## src/rtl/heat_column_writer_pkg.sv

```systemverilog
// Shared heat-map definitions: column geometry, colour width, the column
// writer FSM encodings and a row range helper. Used by the plotting master,
// generate_grid and every column writer so they agree on sizes and states.
package heat_column_writer_pkg;

   localparam int HM_ROWS        = 480;
   localparam int HM_COLOR_W     = 8;
   localparam int HM_ROW_W       = 10;
   localparam int HM_COLS        = 64;
   localparam int HM_MEM_DEPTH   = 512;
   localparam int HM_MEM_ADDR_W  = 9;

   localparam logic [1:0] ST_IDLE  = 2'd0;
   localparam logic [1:0] ST_WRITE = 2'd1;
   localparam logic [1:0] ST_ACK   = 2'd2;
   localparam logic [1:0] ST_CLEAR = 2'd3;

   typedef enum logic [1:0] {
      S_IDLE  = ST_IDLE,
      S_WRITE = ST_WRITE,
      S_ACK   = ST_ACK,
      S_CLEAR = ST_CLEAR
   } col_state_t;

   function automatic logic row_in_range(input logic [HM_ROW_W-1:0] row, input int rows);
      return (int'(row) < rows);
   endfunction

endpackage

```

## src/rtl/M10K_512_8.sv

```systemverilog
// Simple dual-port block RAM, one write port and one registered read port.
// A read and a write to the same address in one cycle returns the old word.
// No reset on the array: contents are only defined after software clears it.
//   i_clock    rising-edge clock
//   i_wr_en    write strobe
//   i_wr_addr  write address
//   i_wr_data  write data
//   i_rd_addr  read address, sampled every cycle
//   o_rd_data  word at i_rd_addr, one cycle later
module M10K_512_8 #(
   parameter int DEPTH  = 512,
   parameter int WIDTH  = 8,
   parameter int ADDR_W = 9
) (
   input  logic              i_clock,
   input  logic              i_wr_en,
   input  logic [ADDR_W-1:0] i_wr_addr,
   input  logic [WIDTH-1:0]  i_wr_data,
   input  logic [ADDR_W-1:0] i_rd_addr,
   output logic [WIDTH-1:0]  o_rd_data
);

   logic [WIDTH-1:0] r_mem [DEPTH];
   logic [WIDTH-1:0] r_rd_data;

   always_ff @(posedge i_clock) begin
      if (i_wr_en) begin
         r_mem[i_wr_addr] <= i_wr_data;
      end
      r_rd_data <= r_mem[i_rd_addr];
   end

   assign o_rd_data = r_rd_data;

endmodule

```

## src/rtl/heat_column_writer.sv

```systemverilog
// One heat-map column: accepts plot writes from the plotting master over a
// four-phase col_select/return_sig handshake, sweeps the column to zero on
// clear_req, and serves the VGA scan-out through an independent read port.
// generate_grid instantiates one of these per column.
//   clock        system clock, rising edge
//   reset        synchronous, active-high
//   col_select   plot request, held until acknowledged
//   row_select   target row of the request
//   pixel_color  colour of the request
//   return_sig   write acknowledge
//   clear_req    one-cycle pulse, zero the whole column
//   busy         high while the clear sweep runs
//   vga_row      scan row to read
//   vga_color    colour of vga_row, two cycles later (0 outside the column)
//
// state | meaning
// IDLE  | waiting; a pending clear wins over a new plot request
// WRITE | one-cycle memory write at the latched row (suppressed if off-column)
// ACK   | return_sig held until the master drops col_select
// CLEAR | zero rows 0..ROWS-1, one per cycle, busy high
module heat_column_writer
   import heat_column_writer_pkg::*;
#(
   parameter int ROWS    = HM_ROWS,
   parameter int COLOR_W = HM_COLOR_W
) (
   input  logic               clock,
   input  logic               reset,
   input  logic               col_select,
   input  logic [9:0]         row_select,
   input  logic [COLOR_W-1:0] pixel_color,
   output logic               return_sig,
   input  logic               clear_req,
   output logic               busy,
   input  logic [9:0]         vga_row,
   output logic [COLOR_W-1:0] vga_color
);

   localparam int ADDR_W = HM_MEM_ADDR_W;
   localparam int DEPTH  = HM_MEM_DEPTH;

   if (ROWS > DEPTH || ROWS < 1) begin : g_rows_check
      $error("heat_column_writer: ROWS must be between 1 and the RAM depth");
   end

   col_state_t         r_state;
   col_state_t         w_state_nxt;
   logic [9:0]         r_row;
   logic [COLOR_W-1:0] r_color;
   logic               r_return_sig;
   logic               w_return_nxt;
   logic               r_clr_pend;
   logic               w_clr_pend_nxt;
   logic [ADDR_W-1:0]  r_clr_row;
   logic [ADDR_W-1:0]  w_clr_row_nxt;
   logic               w_latch;
   logic               w_we;
   logic               w_mem_we;
   logic [ADDR_W-1:0]  w_waddr;
   logic [COLOR_W-1:0] w_wdata;
   logic [COLOR_W-1:0] w_rd_data;
   logic               r_vga_oor;
   logic [COLOR_W-1:0] r_vga_color;

   always_ff @(posedge clock) begin
      if (reset) begin
         r_state      <= S_IDLE;
         r_return_sig <= 1'b0;
         r_clr_pend   <= 1'b0;
         r_clr_row    <= '0;
         r_row        <= '0;
         r_color      <= '0;
      end else begin
         r_state      <= w_state_nxt;
         r_return_sig <= w_return_nxt;
         r_clr_pend   <= w_clr_pend_nxt;
         r_clr_row    <= w_clr_row_nxt;
         if (w_latch) begin
            r_row   <= row_select;
            r_color <= pixel_color;
         end
      end
   end

   always_comb begin
      w_state_nxt    = r_state;
      w_return_nxt   = r_return_sig;
      w_clr_pend_nxt = r_clr_pend;
      w_clr_row_nxt  = r_clr_row;
      w_latch        = 1'b0;
      w_we           = 1'b0;
      w_waddr        = r_row[ADDR_W-1:0];
      w_wdata        = r_color;
      case (r_state)
         S_IDLE: begin
            w_return_nxt = 1'b0;
            if (clear_req || r_clr_pend) begin
               w_state_nxt    = S_CLEAR;
               w_clr_pend_nxt = 1'b0;
               w_clr_row_nxt  = '0;
            end else if (col_select) begin
               w_latch     = 1'b1;
               w_state_nxt = S_WRITE;
            end
         end
         S_WRITE: begin
            // Off-column rows still run the full handshake, they just never
            // reach the RAM.
            w_we        = row_in_range(r_row, ROWS);
            w_state_nxt = S_ACK;
            if (clear_req) begin
               w_clr_pend_nxt = 1'b1;
            end
         end
         S_ACK: begin
            if (clear_req) begin
               w_clr_pend_nxt = 1'b1;
            end
            if (col_select) begin
               w_return_nxt = 1'b1;
            end else begin
               w_return_nxt = 1'b0;
               w_state_nxt  = S_IDLE;
            end
         end
         S_CLEAR: begin
            w_we    = 1'b1;
            w_waddr = r_clr_row;
            w_wdata = '0;
            if (int'(r_clr_row) == ROWS - 1) begin
               w_state_nxt = S_IDLE;
            end else begin
               w_clr_row_nxt = r_clr_row + ADDR_W'(1);
            end
         end
         default: begin
            w_state_nxt = S_IDLE;
         end
      endcase
   end

   // The RAM has no reset, so the strobe is gated here to make reset abort
   // any write scheduled for the same edge.
   assign w_mem_we = w_we & ~reset;

   M10K_512_8 #(
      .DEPTH  (DEPTH),
      .WIDTH  (COLOR_W),
      .ADDR_W (ADDR_W)
   ) u_mem (
      .i_clock   (clock),
      .i_wr_en   (w_mem_we),
      .i_wr_addr (w_waddr),
      .i_wr_data (w_wdata),
      .i_rd_addr (vga_row[ADDR_W-1:0]),
      .o_rd_data (w_rd_data)
   );

   // The out-of-range flag travels alongside the RAM read register so the
   // output stage knows whether to pass the word or force zero. Resetting it
   // high masks the unreset RAM read register right after reset.
   always_ff @(posedge clock) begin
      if (reset) begin
         r_vga_oor   <= 1'b1;
         r_vga_color <= '0;
      end else begin
         r_vga_oor   <= ~row_in_range(vga_row, ROWS);
         r_vga_color <= r_vga_oor ? '0 : w_rd_data;
      end
   end

   assign return_sig = r_return_sig;
   assign busy       = (r_state == S_CLEAR);
   assign vga_color  = r_vga_color;

endmodule

```

## config.mk

```make
export PLATFORM = sky130hd
export DESIGN_NAME = heat_column_writer
export DESIGN_NICKNAME = d
export VERILOG_FILES = /design/src/rtl/heat_column_writer_pkg.sv /design/src/rtl/M10K_512_8.sv /design/src/rtl/heat_column_writer.sv
export SDC_FILE = /design/constraint.sdc
export NUM_CORES = 2
export LEC_CHECK = 0
export BUFFER_PORTS_ARGS = -buffer_cell sky130_fd_sc_hd__buf_2
export CORE_AREA = 2 2 610 491
export DETAILED_ROUTE_END_ITERATION = 12
export DIE_AREA = 0 0 612 493
export GPL_TIMING_DRIVEN = 0
export PLACE_DENSITY = 0.71
export REMOVE_ABC_BUFFERS = 1
export SYNTH_ARGS = -nofsm -noshare
export SYNTH_HDL_FRONTEND = slang
export SYNTH_HIERARCHICAL = 1
export SYNTH_SLANG_ARGS = --single-unit
```

## constraint.sdc

```tcl
create_clock -name clock -period 16.2 [get_ports clock]
set_input_delay 3.24 -clock clock [delete_from_list [all_inputs] [get_ports clock]]
set_output_delay 3.24 -clock clock [all_outputs]
set_load 0.05 [all_outputs]
```

==> impl_metrics.yaml <==
clock_network:
  cts_buffers: 385
  post_cts_buffers: 0
  cts_hold_buf: 0
  clk_pin_slew_worst_paths_ns: 0.06
  cts_max_level: 5
  cts_resized: 0
  clk_latency_ns: 0.90
  cts.sinks: 4144
  cts_tree: "done"
  cts_root_buffer: "clkbuf_16"
  clockBufferDepth: 4
logic_synthesis:
  synth_enable_flop_cells: 4096
  synth-async-reset-ratio_pct: 0
  ys_seq_area_share_pct: 76.6
  synth_top_area_share_pct: 76.0
  ys_types: 66
  synth.area.top_cells: "edfxtp_1 (76%), mux4_2 (9.1%), mux2i_1 (4.9%)"
  yosysTopAreaCell: "edfxtp_1"
  avgSynthCellArea_um2: 19.6
  yosys_warnings: 6
  synth-seq-cells: 4144
  syn_inst: 8247
  syn_area_um2: 162000
  ys.flop_type: "edfxtp_1"
finish:
  synthToLayoutAreaGrowth_pct: 11.7
  finalInstanceArea_um2: 181000
  final_common_cell: "edfxtp_1"
  most-common-layout-cells: "edfxtp_1 (4096), mux2i_1 (798), mux4_2 (654)"
  drive_gt1_share_pct: 17.2
  nets: 8366
pwr:
  max-vdd-ir-drop_uv: 96.6
  power_frac_clock_pct: 39.9
  sw_frac_of_total_pct: 21.8
  powerDensity_nw_per_um2: 125
  pwr-share-comb_pct: 6.7
  p_sw_w: 0.00491
  total_leakage_power_nw: 54.6
  internal_power_w: 0.0176
  p_seq_share_pct: 53.4
setup_path:
  arrival_ns: 10.85
  worstRegToRegCells: 5
  start_kind: "input port"
  worstPathRequired_ns: 17.03
  end_kind: "register"
  worst-setup-path-type: "input port to register"
  critical_path.max_fanout: 120
  cp-startpoint: "vga_row[0]"
  reg2reg_from: "r_state[0]"
grt:
  grt_use_total_pct: 26.2
  grt_pass1_vias: 81600
  antenna_found_initial: 24
  grt_max_degree: 129
  grt_overflow_total: 0
  grt_pass1_wl_mm: 573
detailed_routing:
  detail_route.iter0.violations: 12135
  routed-via-count: 83875
  drcViolationCount: 0
  drt_pass1_iterations: 6
  ant_nets: 0
  viasPerCell: 6.64
  wire_per_inst_um: 31.7
  wirelength_mm: 400
die:
  die_y_um: 493
  die_w_um: 612
  pin_count: 42
  core_um2: 296000
  rows: 179
  start_util_pct: 54.7
  die_area_um2: 302000
run:
  max_cap_viol_count: 2
sta:
  setup-tns-final_ns: 0
  fin_skew_ns: 0.0452
  drv_slew: 7
  hold_viol: 0
  slew_headroom_pct: -6.68
  fmax_mhz: 99.8
  rsz0062_at_grt: "false"
  tightest_slew_ns: 1.60
  period_needed_ns: 10.02
  fin_crit_sh_pct: 61.8
  setup_violations: 0
min_path:
  hp-class: "register to register"
  hold_depth: 2
  hp-start: "r_color[6]"
placed_design:
  place.port_buffers: 41
  gp_congestion: 0.862
  dp.final_hpwl_mm: 247
  placed_area_um2: 168000
status:
  violations: "max-capacitance violations, max-slew violations"
  status: "complete, but fails checks"
## state kept, by name, indices dropped and copies added (netlist names)
name and flops:
u_mem/r_mem 4096, return_sig 1, r_color 8, r_clr_row 9
r_clr_pend 1, r_vga_oor 1, u_mem/o_rd_data 8, r_row 10
vga_color 8, r_state 2
## Yosys cell counts, drive strengths merged, types with 2 or more instances
cell,number
edfxtp,4096
mux2i,798
mux4,654
nor2,606
o221ai,372
clkbuf,269
buf,254
a21oi,221
o22ai,164
nand2,158
o21ai,124
nor3,110
a22oi,61
dfxtp,48
nand3,39
nand4,37
nor4,36
and2,31
a211oi,20
nor2b,15
o31ai,14
inv,10
mux2,9
nor3b,9
o2111a,8
ha,7
o41ai,7
o311ai,6
or3,6
a22o,5
a31oi,5
and3,5
nand2b,5
or2,5
and3b,4
a2111oi,3
o211ai,3
o22a,3
a211o,2
o2111ai,2
o21a,2
o32ai,2
## stage by stage
stage | hold slack [ns] | utilization (%) | setup slack (ns) | std cells | total power (W)
global placement | 0.444 | 55.4 | -41.85 | 11747 | 0.0149
finish | 0.459 | 61.1 | 6.18 | 12636 | 0.0225
global route | 0.485 | 61.1 | 6.02 | 12627 | 0.0231
CTS | 0.461 | 61.1 | 6.43 | 12624 | 0.0226
floorplan | 0.406 | - | -0.0143 | 7724 | 0.0132
detailed placement | 0.450 | 56.8 | 5.48 | 11921 | 0.0137
## layer usage
| metal | GRT usage [%] | vias up | share of wire, % |
|---|---|---|---|
| met4 | 8.85 | 16 | 3.6 |
| li1 | - | 34375 | - |
| met1 | 37.9 | 43811 | 39 |
| met3 | 5.79 | 775 | 11 |
| met2 | 40.0 | 4898 | 47 |
| met5 | 0 | - | 0.027 |
## final cells by class
class                           count  area (um^2)
Inverter                           10         47.5
Clock buffer                      482        10300
Clock inverter                    221         2180
Fill cell                       19963       115000
Sequential cell                  4144       124000
Multi-Input combinational cell   3570        35100
Tap cell                         3982         4980
Timing Repair Buffer              216         4170
Antenna cell                       11         27.5
## kinds of logic after synthesis
logic type	Yosys count	synth area share, %
muxes	1461	14.1
adders and majority gates	7	0.0541
AOI/OAI and AO/OA	1030	4.46
and+or+nand+nor	1072	2.88
DFF	4144	76.6
buffers and inverters	533	1.88
## critical path: stages
cell	delay (ns)
buf_12	0.30
buf_16	0.47
buf_16	0.51
buf_16	0.61
buf_16	0.59
buf_16	0.50
buf_16	0.48
mux2i_1	0.16
o221ai_1	0.39
o22ai_1	0.15
o21ai_0	0.67
nand4_1	0.30
nor4_1	1.32
o2111a_1	0.39
## power groups by stage
| stage | Clock [W] | Combinational (W) | Sequential [W] |
|---|---|---|---|
| final | 0.00898 | 0.00150 | 0.0120 |
| after global placement | 0 | 0.00199 | 0.0129 |
| after CTS | 0.00908 | 0.00149 | 0.0120 |
| after global routing | 0.00949 | 0.00157 | 0.0120 |
| after detailed placement | 0 | 0.00149 | 0.0123 |
| after floorplan | 0 | 0.000643 | 0.0125 |
## path summary, 6_finish.rpt
path | slack [ns] | end
hold reg to reg | 0.46 | r_color[6]
hold / removal | 0.46 | r_color[6]
setup reg to reg | 10.96 | u_mem/r_mem[118][3]
setup / recovery | 6.18 | u_mem/o_rd_data[0]
Power figures use the tool's default switching activity.
